**src/rtl/aes_pkg.sv**
```systemverilog
// aes_pkg
// Shared definitions for the AES key-schedule controller and its helpers.
//   AES_NB      : block size in 32-bit words
//   RK_W        : width of one round key in bits
//   ST_*        : FSM state encodings of the key-schedule controller
//   xtime()     : GF(2^8) multiply-by-x, used to step the round constant
package aes_pkg;

  localparam int AES_NB = 4;
  localparam int RK_W   = 128;

  // Kept as plain constants so older blocks that compare raw state bits
  // keep working unchanged.
  localparam logic [1:0] ST_IDLE   = 2'd0;
  localparam logic [1:0] ST_EXPAND = 2'd1;
  localparam logic [1:0] ST_DONE   = 2'd2;

  // Multiply by x in GF(2^8) modulo x^8+x^4+x^3+x+1. Starting from 8'h01 this
  // walks the round constants 01,02,04,...,80,1b,36.
  function automatic logic [7:0] xtime(input logic [7:0] b);
    return {b[6:0], 1'b0} ^ (b[7] ? 8'h1b : 8'h00);
  endfunction

endpackage

```
**src/rtl/aes_key_sched_ctrl_subword.sv**
```systemverilog
// aes_key_sched_ctrl_subword
// Combinational AES SubWord: applies the forward S-box to each byte of a word.
//   word   : 32-bit input word
//   subbed : 32-bit output, S-box applied bytewise
module aes_key_sched_ctrl_subword (
  input  logic [31:0] word,
  output logic [31:0] subbed
);

  // Forward S-box, entry 0 at the most significant end of the packed array.
  localparam logic [0:255][7:0] SBOX = {
    128'h637c777b_f26b6fc5_3001672b_fed7ab76,
    128'hca82c97d_fa5947f0_add4a2af_9ca472c0,
    128'hb7fd9326_363ff7cc_34a5e5f1_71d83115,
    128'h04c723c3_1896059a_071280e2_eb27b275,
    128'h09832c1a_1b6e5aa0_523bd6b3_29e32f84,
    128'h53d100ed_20fcb15b_6acbbe39_4a4c58cf,
    128'hd0efaafb_434d3385_45f9027f_503c9fa8,
    128'h51a3408f_929d38f5_bcb6da21_10fff3d2,
    128'hcd0c13ec_5f974417_c4a77e3d_645d1973,
    128'h60814fdc_222a9088_46eeb814_de5e0bdb,
    128'he0323a0a_4906245c_c2d3ac62_9195e479,
    128'he7c8376d_8dd54ea9_6c56f4ea_657aae08,
    128'hba78252e_1ca6b4c6_e8dd741f_4bbd8b8a,
    128'h703eb566_4803f60e_613557b9_86c11d9e,
    128'he1f89811_69d98e94_9b1e87e9_ce5528df,
    128'h8ca1890d_bfe64268_41992d0f_b054bb16
  };

  assign subbed = {SBOX[word[31:24]], SBOX[word[23:16]],
                   SBOX[word[15:8]],  SBOX[word[7:0]]};

endmodule

```
**src/rtl/aes_key_sched_ctrl.sv**
```systemverilog
// aes_key_sched_ctrl
// Sequential AES key-schedule controller. On start it loads the cipher key and
// then derives one schedule word per clock through a single shared SubWord
// unit, storing all NB*(NR+1) words. Once done, one 128-bit round key is
// served per cycle from the stored schedule.
//   clk        : rising-edge clock
//   reset      : asynchronous, active-high reset
//   start      : begin expansion of key (accepted only while ready)
//   key        : cipher key, word j at key[32j+31:32j], sampled on acceptance
//   ready      : high in IDLE and DONE
//   keys_valid : high in DONE, schedule complete and readable
//   rk_idx     : round-key index 0..NR
//   rk         : registered round key {w[4r+3],w[4r+2],w[4r+1],w[4r]}
module aes_key_sched_ctrl
  import aes_pkg::*;
#(
  parameter int NK = 4,
  parameter int NB = AES_NB,
  parameter int NR = NK + 6
) (
  input  logic              clk,
  input  logic              reset,
  input  logic              start,
  input  logic [32*NK-1:0]  key,
  output logic              ready,
  output logic              keys_valid,
  input  logic [3:0]        rk_idx,
  output logic [RK_W-1:0]   rk
);

  localparam int         WORDS  = NB * (NR + 1);
  localparam logic [5:0] NK_W   = 6'(NK);
  localparam logic [5:0] LAST_W = 6'(WORDS - 1);
  localparam logic [2:0] NK_M1  = 3'(NK - 1);
  localparam logic [3:0] NR_W   = 4'(NR);

  logic [1:0]  state;
  logic [5:0]  widx;
  logic [2:0]  kmod;
  logic [31:0] tmp;
  logic [7:0]  rcon;
  logic [31:0] wbuf [WORDS];

  logic        accept;
  logic [31:0] sub_in;
  logic [31:0] sub_out;
  logic [31:0] tvec;
  logic [31:0] wnew;
  logic [5:0]  rbase;

  assign ready      = (state != ST_EXPAND);
  assign keys_valid = (state == ST_DONE);
  assign accept     = start && ready;
  assign rbase      = {rk_idx, 2'b00};

  // The one S-box unit is fed RotWord(tmp) at the start of each key-length
  // group and plain tmp otherwise; only the 256-bit key actually uses the
  // plain-tmp result (mid-group SubWord).
  aes_key_sched_ctrl_subword u_subword (
    .word   (sub_in),
    .subbed (sub_out)
  );

  // Next schedule word. kmod tracks widx modulo NK so no divider is needed.
  always_comb begin
    sub_in = (kmod == 3'd0) ? {tmp[23:0], tmp[31:24]} : tmp;
    tvec   = tmp;
    if (kmod == 3'd0) begin
      tvec = sub_out ^ {rcon, 24'h0};
    end else if (NK == 8 && kmod == 3'd4) begin
      tvec = sub_out;
    end
    wnew = wbuf[widx - NK_W] ^ tvec;
  end

  // Control FSM: a start from IDLE or DONE primes the counters with the last
  // key word; EXPAND produces one word per cycle until the final word of the
  // schedule has been written. Starts during EXPAND are dropped.
  always_ff @(posedge clk or posedge reset) begin
    if (reset) begin
      state <= ST_IDLE;
      widx  <= '0;
      kmod  <= '0;
      tmp   <= '0;
      rcon  <= '0;
    end else if (accept) begin
      state <= ST_EXPAND;
      widx  <= NK_W;
      kmod  <= '0;
      tmp   <= key[32*NK-1 -: 32];
      rcon  <= 8'h01;
    end else if (state == ST_EXPAND) begin
      tmp  <= wnew;
      widx <= widx + 6'd1;
      kmod <= (kmod == NK_M1) ? 3'd0 : kmod + 3'd1;
      if (kmod == 3'd0) begin
        rcon <= xtime(rcon);
      end
      if (widx == LAST_W) begin
        state <= ST_DONE;
      end
    end
  end

  // Schedule storage. Contents are meaningless until DONE, so no reset; the
  // whole key is written in one go on acceptance.
  always_ff @(posedge clk) begin
    if (accept) begin
      for (int j = 0; j < NK; j++) begin
        wbuf[j] <= key[32*j +: 32];
      end
    end else if (state == ST_EXPAND) begin
      wbuf[widx] <= wnew;
    end
  end

  // Round-key read port: refreshed every cycle while the schedule is valid,
  // frozen otherwise so a restart does not disturb the last key served.
  always_ff @(posedge clk or posedge reset) begin
    if (reset) begin
      rk <= '0;
    end else if (keys_valid) begin
      if (rk_idx <= NR_W) begin
        rk <= {wbuf[rbase + 6'd3], wbuf[rbase + 6'd2],
               wbuf[rbase + 6'd1], wbuf[rbase]};
      end else begin
        rk <= '0;
      end
    end
  end

endmodule

```
**config.mk**
```make
export PLATFORM = sky130hd
export DESIGN_NAME = aes_key_sched_ctrl
export DESIGN_NICKNAME = d
export VERILOG_FILES = /design/src/rtl/aes_pkg.sv /design/src/rtl/aes_key_sched_ctrl_subword.sv /design/src/rtl/aes_key_sched_ctrl.sv
export SDC_FILE = /design/constraint.sdc
export NUM_CORES = 2
export LEC_CHECK = 0
export CORE_MARGIN = 2
export CORE_UTILIZATION = 40
export CTS_BUF_LIST = sky130_fd_sc_hd__clkbuf_16
export DETAILED_ROUTE_END_ITERATION = 8
export MAX_ROUTING_LAYER = met4
export PLACE_DENSITY = 0.65
export SLEW_MARGIN = 20
export SYNTH_ARGS = -nofsm -noshare
export SYNTH_HDL_FRONTEND = slang
export SYNTH_SLANG_ARGS = --single-unit
```
**constraint.sdc**
```tcl
create_clock -name clk -period 15.2 [get_ports clk]
set_input_delay 2.28 -clock clk [delete_from_list [all_inputs] [get_ports clk]]
set_output_delay 2.28 -clock clk [all_outputs]
set_load 0.005 [all_outputs]
```
## Yosys cells after proc, flatten, opt, wreduce, memory -nomap -nowiden

Memory sizes are Yosys's and may differ from the RTL's.
Index checks and enable logic that the tools add are counted.

- ROM bits: 8192
- Bits in writable memories: 1408
- Memories: 5
- Bits in registers: 179
- Word-level logic and storage cells: 75
- Input bits: 135
- Output and inout port bits: 130
- Bits in latches: 0

- Muxes and demuxes: 33
- Multipliers: 0
- Divide/modulo/power cells: 0
- Eq/ne operators: 5
- $lt $le $gt $ge: 5
- $add $sub $neg: 6
- Shift-type cells: 0
- Bitwise operators: 7
- Reductions and logical operators: 8

Memories:

| name | depth | width | rd ports | clocked after memory_dff | wr ports | RTL line | RTL |
|---|---|---|---|---|---|---|---|
| (name not given) | 256 | 8 | 1 | 0 | 0 | aes_key_sched_ctrl_subword.sv:30 | `assign subbed = {SBOX[word[31:24]], SBOX[word[23:16]],` |
| (name not given) | 256 | 8 | 1 | 0 | 0 | aes_key_sched_ctrl_subword.sv:31 | `SBOX[word[15:8]], SBOX[word[7:0]]};` |
| (name not given) | 256 | 8 | 1 | 0 | 0 | aes_key_sched_ctrl_subword.sv:31 |  |
| (name not given) | 256 | 8 | 1 | 0 | 0 | aes_key_sched_ctrl_subword.sv:30 |  |
| wbuf | 44 | 32 | 5 | 0 | 4 | aes_key_sched_ctrl.sv:42 | `logic [31:0] wbuf [WORDS];` |

Operator list:

| cell | count |
|---|---|
| $mux W32 | 5 |
| $mux W128 | 1 |
| $mux W8 | 11 |
| $xor A32 B32 Y32 | 2 |
| $ge A9 B9 Y1 const B | 4 |
| $not A8 Y9 | 4 |
| $reduce_or A32 Y1 | 1 |
| $mux W6 | 3 |
| $add A6 B1 Y6 const B | 2 |
| $add A6 B2 Y6 const B | 2 |
| $mux W3 | 3 |
| $xor A8 B5 Y8 | 1 |
| $eq A6 B6 Y1 const B | 1 |
| $mux W1 | 6 |
| $mux W2 | 3 |
| $reduce_bool A2 Y1 | 3 |
| $sub A6 B3 Y6 const B | 1 |
| $mux W5 | 1 |
| $le A4 B4 Y1 const B | 1 |
| $reduce_and A2 Y1 | 2 |
| $add A3 B1 Y3 const B | 1 |
| $eq A3 B2 Y1 const B | 1 |
| $logic_not A3 Y1 | 1 |
| $eq A2 B1 Y1 const B | 1 |
| other kinds (3) | 3 |

## Depth between registers and ports, before layout

- Depth after elaboration: 11
- Mapped depth: 20
- Mapped depth without buffers: 17

## Modules after synthesis

Synthesis repeated with hierarchy kept, for this count alone.

- Cells, all modules: 7513
- Area, all modules: 89643.5 um2

Modules (own cells, without submodules):

| module | times used | area each (um2) | cells each | sequential area each (um2) |
|---|---|---|---|---|
| aes_key_sched_ctrl | 1 | 75874.0 | 5328 | 46759.8 |
| aes_key_sched_ctrl_subword | 1 | 13769.5 | 2185 | 0.0 |

## Least setup slack after synthesis

Ideal clock, no wire load.

- Kind: register -> register
- Start point: reg kmod[0]
- End point: mem wbuf[0][18] (data pin)
- Stages on the path, launching flop included: 16
- Period minus slack after synthesis: 5234 ps
- Setup time: 142 ps
- Setup slack: 9966 ps
- Buffers on the path: 2
- Arrival time: 5091 ps
- Data required time: 15058 ps
- Cells stage by stage: dfrtp_1 -> inv_1 -> ha_1 -> and2b_4 -> mux2_2 -> clkbuf_1 -> ha_1 -> clkbuf_1 -> clkinv_1 -> nand2_1 -> a32oi_1 -> mux4_2 -> a31oi_1 -> o2111ai_1 -> xnor2_1 -> mux2_2

RTL lines:

| element | RTL line | RTL |
|---|---|---|
| from (decl) | aes_key_sched_ctrl.sv:39 | `logic [2:0] kmod;` |
| from (signal assigned) | aes_key_sched_ctrl.sv:95 | `kmod <= (kmod == NK_M1) ? 3'd0 : kmod + 3'd1;` |
| to (decl) | aes_key_sched_ctrl.sv:42 |  |

==> flow_summary.json <==
{
  "critPathSlowestCell": "clkinv_1",
  "grt_pass1_wl_um": 549000,
  "area_delta_synth_final_pct": 12.6,
  "synth_area_um2": 88400,
  "clock_tree.buffer_depth": 3,
  "grt_max_degree": 155,
  "critPathMaxFanout": 71,
  "cap_violations": 0,
  "initial_core_util": 0.402,
  "final.setup.tns_ns": 0,
  "vias": 74900,
  "cts_setup_buffers": 0,
  "r2r_end": "wbuf[43][8]$_DFFE_PP_",
  "status": "completed",
  "period_share": 0.525,
  "root_buffer": "clkbuf_16",
  "synth_top_area_share": 0.478,
  "synth_ff_type": "edfxtp_1",
  "dr.pass1.iters": 9,
  "crit_chain": "nand2b_4, buf_4, buf_4, a21oi_4, buf_4, clkinv_2, buf_4, nand2_1, o221ai_1, a21oi_1, a211oi_1, o311a_1, a21oi_1, xnor2_1, clkinv_1",
  "hold_class": "flip-flop to flip-flop",
  "core_um2": 220000,
  "grt_pass1_vias": 70900,
  "cpMostUsedCell": "buf_4",
  "slowest_delay_ns": 1.09,
  "setup.worst_path.end": "wbuf[43][8]$_DFFE_PP_",
  "avgSynthCellArea_um2": 11.8,
  "crit_start": "kmod[2]$_DFFE_PP0P_",
  "cp-start-kind": "flip-flop",
  "cp-end-kind": "flip-flop",
  "yosys.area.top_type": "edfxtp_1",
  "port_buffers": 264,
  "ioPinCount": 265,
  "vias_per_cell": 7.09,
  "yosysMostFrequentCell": "edfxtp_1",
  "netlist_instances": 7513,
  "tightest_slew_ns": 1.30,
  "synthTopCellsByArea": "edfxtp_1 48%, mux4_2 8.2%, dfrtp_1 5.1%",
  "synth_fp_nets": 7704,
  "die_x_um": 474,
  "rsz0062_at_grt": "no",
  "min_path_cells": 2,
  "rows": 172,
  "clk_latency_ns": 0.81,
  "asyncSetResetFlopFracSynth": 0.113,
  "synth_commonest_cells": "1,408 x edfxtp_1, 625 x nand2_1, 590 x o21ai_0, 529 x nor2_1, 478 x a21oi_1",
  "cts-buffers-inserted": 151,
  "finish.net_count": 7646,
  "final.setup_skew_ns": 0.0435,
  "ys_ff_latch": 1587,
  "drc": 0,
  "hpwl_um": 255000,
  "clkSlewWorstSetupHoldPaths_ns": 0.06,
  "r2r_slack_ns": 7.22,
  "wirelength_um": 396000,
  "r2r_cells": 15,
  "layout-drive-gt1-share": 0.162,
  "ys_types": 115,
  "worstSetupPathDepth": 15,
  "overflow": 0,
  "hold_buffers": 0,
  "cts_tree": "yes",
  "r2r-start": "kmod[2]$_DFFE_PP0P_",
  "crit_buf_inv": 6,
  "synth_edf_count": 1408,
  "cts.repair.resized": 0,
  "cp.required_ns": 15.38,
  "dieArea_um2": 225000,
  "fmax_mhz": 125,
  "fill_cells": 19700,
  "h-tree-depth": 4,
  "gp_congestion": 1.02,
  "ys_seq_area_frac": 0.529,
  "cp.arrival_ns": 8.16,
  "synth_warnings": 0,
  "die_h_um": 474,
  "critPathKind": "flip-flop to flip-flop",
  "hold_viol": 0,
  "grtUsageTotal": 0.352,
  "setup_violations": 0,
  "cts_sinks": 1587,
  "fin_crit_ns": 7.98,
  "wire_per_inst_um": 37.5,
  "final_max_slew_viol_count": 0,
  "drtIter0Drc": 14200,
  "ant_nets": 0,
  "antenna_found_initial": 27,
  "critPathTopFamily": "buffers and inverters",
  "slew_headroom": 0.136
}
-- layout make-up --
| class | count | area [µm²] | area share |
|---|---|---|---|
| clock buffer | 158 | 3950 | 0.0397 |
| timing repair buffer | 526 | 4790 | 0.0481 |
| antenna | 22 | 55.1 | 0.000553 |
| inverter | 78 | 302 | 0.00303 |
| multi-input combinational | 5111 | 38900 | 0.391 |
| clock inverter | 117 | 1060 | 0.0106 |
| tap | 2958 | 3700 | 0.0372 |
| sequential | 1587 | 46800 | 0.470 |
-- per-stage QoR --
step                      cells  area [µm²]  hold slack, ns  utilization  setup WS (ns)
final                     10600       99600           0.476        0.453           7.22
after global routing      10600       99600           0.502        0.453           6.92
after CTS                 10500       99400           0.482        0.452           7.50
after detailed placement  10300       94400           0.469        0.430           7.48
after global placement    10300       94400           0.467        0.429           7.62
after floorplan            7513       88400           0.451            -           8.06
-- layout by cell type, fill, tap and decap left out, types with 117 or more instances in the layout --
| cell type | count |
|---|---|
| edfxtp_1 | 1408 |
| nand2_1 | 619 |
| o21ai_0 | 585 |
| nor2_1 | 512 |
| a21oi_1 | 472 |
| mux2i_1 | 387 |
| o22ai_1 | 331 |
| mux4_2 | 322 |
| clkdlybuf4s50_1 | 259 |
| buf_4 | 250 |
| mux2_2 | 233 |
| dfrtp_1 | 176 |
| clkbuf_16 | 158 |
| o211ai_1 | 140 |
| a211oi_1 | 134 |
| nand3_1 | 117 |
-- worst register-to-register path: stages (launching register included) --
cell and delay (ns):
dfrtp_1 1.01, nand2b_4 0.61, buf_4 0.51, buf_4 0.63, a21oi_4 0.14, buf_4 0.27, clkinv_2 0.32, buf_4 0.68
nand2_1 0.40, o221ai_1 0.27, a21oi_1 0.10, a211oi_1 0.29, o311a_1 0.29, a21oi_1 0.09, xnor2_1 0.67, clkinv_1 1.10
-- registers in the layout (all words and copies together), names as in the netlist --
register	count
wbuf	1408
state	2
widx	6
rcon	8
tmp	32
rk	128
kmod	3
-- routing by layer --
metal,vias to the layer above,track usage,part of all wire
met3,1396,0.0806,0.13
met5,-,-,0
li1,29600,-,-
met1,37200,0.445,0.36
met2,6642,0.507,0.43
met4,0,0.233,0.082
-- logic make-up after synthesis --
group | synth area share
flops | 0.529
simple gates | 0.0809
buf+inv | 0.0398
fa+ha+maj | 0.00793
xor+xnor | 0.00665
compound gates | 0.178
mux | 0.158
-- worst min-delay path by stage --
stage / startpoint / to / slack [ns]
after floorplan: state[0]$_DFFE_PP0P_ / state[0]$_DFFE_PP0P_ / 0.45
after global placement: rk[94]$_DFFE_PP0P_ / rk[94]$_DFFE_PP0P_ / 0.47
after detailed placement: rk[12]$_DFFE_PP0P_ / rk[12]$_DFFE_PP0P_ / 0.47
after CTS: rk[12]$_DFFE_PP0P_ / rk[12]$_DFFE_PP0P_ / 0.48
after global routing: rk[101]$_DFFE_PP0P_ / rk[101]$_DFFE_PP0P_ / 0.50
final: rk[12]$_DFFE_PP0P_ / rk[12]$_DFFE_PP0P_ / 0.48
Power is not shown: default switching activity piles up to over one toggle a cycle in this logic, so the estimate is an artifact.
